### src/rtl/vscale_csr_arbiter.sv
// Arbitrates the shared CSR file port between the vscale core and a host debug channel.
// Optional starvation protection is enabled by defining CSR_ARB_STARVE_EN.
module vscale_csr_arbiter #(
  parameter int MAX_WAIT = 8
) (
  input  logic        clk,
  input  logic        reset,
  input  logic [2:0]  core_cmd,
  input  logic [11:0] core_addr,
  input  logic [31:0] core_wdata,
  output logic [31:0] core_rdata,
  output logic        core_illegal,
  output logic        core_stall,
  input  logic        host_req_valid,
  output logic        host_req_ready,
  input  logic        host_req_rw,
  input  logic [11:0] host_req_addr,
  input  logic [31:0] host_req_data,
  output logic        host_resp_valid,
  input  logic        host_resp_ready,
  output logic [31:0] host_resp_data,
  output logic        host_resp_err,
  output logic [2:0]  csr_cmd,
  output logic [11:0] csr_addr,
  output logic [31:0] csr_wdata,
  input  logic [31:0] csr_rdata,
  input  logic        csr_illegal
);

  localparam logic [2:0] CMD_READ  = 3'd4;
  localparam logic [2:0] CMD_WRITE = 3'd5;

  if (MAX_WAIT < 1 || MAX_WAIT > 255) begin : g_bad_max_wait
    $error("vscale_csr_arbiter: MAX_WAIT must be in 1..255");
  end

  typedef enum logic [1:0] {
    ST_IDLE = 2'd0,
    ST_PEND = 2'd1,
    ST_RESP = 2'd2
  } state_t;

  state_t      state;
  logic        hold_rw;
  logic [11:0] hold_addr;
  logic [31:0] hold_data;
  logic        starved;
  logic        host_grant;

`ifdef CSR_ARB_STARVE_EN
  localparam logic [7:0] WAIT_LIMIT = 8'(MAX_WAIT);
  logic [7:0] wait_cnt;
  assign starved = (wait_cnt == WAIT_LIMIT);
`else
  assign starved = 1'b0;
`endif

  // A held request never reaches the CSR port in a cycle where reset is asserted.
  assign host_grant = (state == ST_PEND) && !reset && (!core_cmd[2] || starved);

  assign host_req_ready  = (state == ST_IDLE);
  assign host_resp_valid = (state == ST_RESP);

  // Arbiter state, request hold registers, wait counter and registered host response.
  always_ff @(posedge clk) begin
    if (reset) begin
      state          <= ST_IDLE;
      hold_rw        <= 1'b0;
      hold_addr      <= 12'h000;
      hold_data      <= 32'h0000_0000;
      host_resp_data <= 32'h0000_0000;
      host_resp_err  <= 1'b0;
`ifdef CSR_ARB_STARVE_EN
      wait_cnt       <= 8'd0;
`endif
    end else begin
      case (state)
        ST_IDLE: begin
          if (host_req_valid) begin
            hold_rw   <= host_req_rw;
            hold_addr <= host_req_addr;
            hold_data <= host_req_data;
            state     <= ST_PEND;
`ifdef CSR_ARB_STARVE_EN
            wait_cnt  <= 8'd0;
`endif
          end
        end
        ST_PEND: begin
          if (host_grant) begin
            host_resp_data <= csr_rdata;
            host_resp_err  <= csr_illegal;
            state          <= ST_RESP;
          end
`ifdef CSR_ARB_STARVE_EN
          else if (wait_cnt != WAIT_LIMIT) begin
            wait_cnt <= wait_cnt + 8'd1;
          end
`endif
        end
        ST_RESP: begin
          if (host_resp_ready) begin
            state <= ST_IDLE;
          end
        end
        default: begin
          state <= ST_IDLE;
        end
      endcase
    end
  end

  // CSR port steering: the host owns the port only in its grant cycle, otherwise the core passes through.
  always_comb begin
    csr_cmd      = core_cmd;
    csr_addr     = core_addr;
    csr_wdata    = core_wdata;
    core_rdata   = csr_rdata;
    core_illegal = csr_illegal;
    if (host_grant) begin
      csr_cmd      = hold_rw ? CMD_WRITE : CMD_READ;
      csr_addr     = hold_addr;
      csr_wdata    = hold_data;
      core_rdata   = 32'h0000_0000;
      core_illegal = 1'b0;
    end else begin
      csr_cmd      = core_cmd;
      csr_addr     = core_addr;
      csr_wdata    = core_wdata;
      core_rdata   = csr_rdata;
      core_illegal = csr_illegal;
    end
  end

`ifdef CSR_ARB_STARVE_EN
  assign core_stall = host_grant && core_cmd[2];
`else
  assign core_stall = 1'b0;
`endif

endmodule
### config.mk
export PLATFORM = sky130hd
export DESIGN_NAME = vscale_csr_arbiter
export DESIGN_NICKNAME = d
export VERILOG_FILES = /design/src/rtl/vscale_csr_arbiter.sv
export SDC_FILE = /design/constraint.sdc
export NUM_CORES = 1
export LEC_CHECK = 0
export BUFFER_PORTS_ARGS = -buffer_cell sky130_fd_sc_hd__clkbuf_2
export CAP_MARGIN = 20
export CORE_ASPECT_RATIO = 1.4
export CORE_UTILIZATION = 41
export DETAILED_ROUTE_END_ITERATION = 10
export GPL_TIMING_DRIVEN = 0
export PLACE_DENSITY = 0.78
export SLEW_MARGIN = 10
export SYNTH_ARGS = -nofsm -noshare
export SYNTH_HDL_FRONTEND = slang
export SYNTH_SLANG_ARGS = --single-unit
### constraint.sdc
create_clock -name clk -period 1.64 [get_ports clk]
set_input_delay 0.246 -clock clk [delete_from_list [all_inputs] [get_ports clk]]
set_output_delay 0.246 -clock clk [all_outputs]
set_load 0.03 [all_outputs]
==> metrics.cfg <==
[power_and_ir_drop]
power.internal_mw = 3.899
switching_share = 0.2915
p_clk_frac = 0.324
p_leak_nw = 3.263
ir_worst_vdd_uv = 580.1
switching_power_mw = 1.604
power.density_mw_per_mm2 = 783.1
share_comb_of_total_power = 0.289
seqPwrFrac = 0.388

[cts]
clock-sinks = 80
clk_pin_slew_ns = 0.06
ctsHoldBuffers = 0
htreeDepth = 3
root_buffer = clkbuf_16
cts_made_buffers = 9
clk-insertion-delay-late_ns = 0.33
cts_buffer_depth = 2
cts_tree = yes

[die]
die_w_um = 89.46
initial_core_util = 0.4220
row_count = 44
fp.coreArea_mm2 = 0.01041
die_h_um = 124.4
die-area_mm2 = 0.01113
ios = 245

[timing]
final_hold_viol_count = 0
final_max_slew_viol_count = 0
finalSetupTns_ns = -28.06
fin_ws_ns = -0.4502
max_slew.worst_pin.slew_ns = 0.5357
skew_ns = 0.006423
fin_crit_sh = 1.274
grt_setup_unrepaired = yes
finalSetupViolations = 80
clock.fmax_mhz = 478.4
period_needed_ns = 2.090
relSlewSlack = 0.6429

[outcome]
violations = negative setup slack
status = finished with violations

[worst_setup_path]
critPathMaxFanout = 5
crit_path_max_incr_delay_ns = 0.34
slowest_stage = dfxtp_2
crit_required_ns = 1.39
cp-end-kind = primary output
crit_type = reg -> out
arrival_ns = 1.84
critical_path.top_delay_family = buffers and inverters
cp.buffers_inverters = 3
cp_cell_sequence = nor4b_4 -> buf_6 -> clkbuf_16 -> mux2_4 -> buf_8
crit_path_start_kind = register

[yosys]
synth_seq_cells = 80
yosysUniqueCellTypes = 18
ys_top_cells_by_area = dfxtp_1 36%, nand2b_1 22%, mux2i_1 18%
avgSynthCellArea_um2 = 9.911
ys_top_cells_by_count = 156 x nand2b_1, 80 x dfxtp_1, 79 x mux2i_1, 42 x mux2_2, 35 x nor2b_1
yosysTopAreaCellShare = 0.3648
synth_area_mm2 = 0.004390
postSynthCellCount = 443
synth.most_common_cell = nand2b_1
synthArstFlopShare = 0
ys_seq_area_frac = 0.3648
synth_area_leader_cell = dfxtp_1
synth_edf_count = 0
syn_nets = 572
yosysWarnings = 0
ys.flop_type = dfxtp_1

[global_route]
track_usage = 0.2413
grt_pass1_wl_um = 20440
first_global_vias = 4449
grt.overflow.total = 0
grt_start_max_net_pins = 12
grt_antenna_before_repair = 0

[final_layout]
antenna_cells = 0
post-route-util = 0.6754
drive_above_1_share = 0.4775
area_growth_pct = 60.07
nNetsFinal = 836

[placement]
dp.final_hpwl_um = 9694
io_buffers = 242
preCtsSetupSlack_ns = -0.4971
place_congestion = 0.7875

[drt]
vias = 4100
viasPerCell = 4.835
drt-initial-drc-count = 98
wl_um = 14130
drc = 0
firstDrtPassIters = 4
wire_per_inst_um = 16.67
drtAntennaViolNets = 0

[min_path]
min_path_type = in -> reg

[flow_run]
cap_violations = 0

## what timing repair did
action | 4_1_cts | 5_1_grt
pin swaps | 0 | 2
cloned | 0 | 4
endpoints found under the setup margin | 80 | 117
resized for setup | 120 | 142
buffers inserted | 5 | 4
## cells in the final DEF, fill, tap and decap left out
cell / n
buf_12: 6
buf_2: 11
buf_4: 31
buf_6: 16
buf_8: 43
clkbuf_1: 20
clkbuf_16: 13
clkbuf_2: 162
clkbuf_4: 1
clkbuf_8: 1
clkinv_2: 1
conb_1: 1
dfxtp_1: 78
dfxtp_2: 2
mux2_4: 45
mux2i_1: 79
nand2b_1: 156
nor2_1: 1
nor2b_1: 32
nor2b_4: 3
nor3_1: 1
nor3b_1: 3
nor3b_4: 1
nor4b_4: 1
o21ba_2: 1
or2_4: 1
## flip-flops by register name, summed over array words and instances, names as in the netlist
register / flops
hold_data: 32
host_resp_data: 32
hold_addr: 12
state: 2
hold_rw: 1
host_resp_err: 1
## tightest hold or removal path, cell delays in order
cell and delay [ns]:
clkbuf_2 0.08, nand2b_1 0.05, mux2i_1 0.06
## stage by stage
| step | hold slack, ns | cell area [µm²] | std cells | power (mW) |
|---|---|---|---|---|
| floorplan | 0.4013 | 4566 | 443 | 3.046 |
| global placement | 0.4585 | 5949 | 823 | 3.441 |
| detailed placement | 0.4664 | 5949 | 823 | 3.474 |
| CTS | 0.1487 | 6719 | 842 | 5.395 |
| global route | 0.1581 | 7028 | 848 | 5.724 |
| finish | 0.1635 | 7028 | 848 | 5.504 |
## metal layers
layer | track usage | vias up | part of all wire
met5 | 0 | - | 0
met4 | 0.1111 | 0 | 0.032
met3 | 0.06494 | 37 | 0.056
met2 | 0.4567 | 180 | 0.56
met1 | 0.2303 | 1915 | 0.35
li1 | - | 1968 | -
## final cells by class
class	count	area (µm²)
plain buffers	37	320.3
clock buffers	13	250.2
clock inverters	1	5.005
fillers	786	3377
multi-input cells	325	2780
flip-flops and latches	80	1604
well taps	138	172.7
repair buffers	254	1896
## worst paths after layout
check                     startpoint                 end  slack (ns)  depth (start not counted)
setup / recovery            state[1]       csr_wdata[19]       -0.45                          5
setup reg to reg            state[0]  host_resp_data[14]        0.08                          7
hold / removal      host_req_addr[9]        hold_addr[9]        0.16                          3
hold reg to reg   host_resp_data[23]  host_resp_data[23]        0.47                          2
## power groups by stage
stage	Combinational, mW	Clock [mW]	Sequential, mW
after floorplan	0.836	0	2.21
after global placement	1.28	0	2.16
after detailed placement	1.30	0	2.17
after CTS	1.46	1.81	2.13
after global routing	1.68	1.90	2.14
final	1.59	1.78	2.13
## cells by family (layout without fill, tap and decap cells)
| logic type | after synthesis | count (layout) | share of synthesized area |
|---|---|---|---|
| AOI/OAI and AO/OA | 1 | 1 | 0.002280 |
| buffers and inverters | 38 | 305 | 0.04873 |
| DFF | 80 | 80 | 0.3648 |
| muxes | 124 | 124 | 0.2955 |
| other | 1 | 1 | 0.0008541 |
| and+or+nand+nor | 199 | 199 | 0.2878 |
No activity file was read; power rests on OpenSTA's default activity.
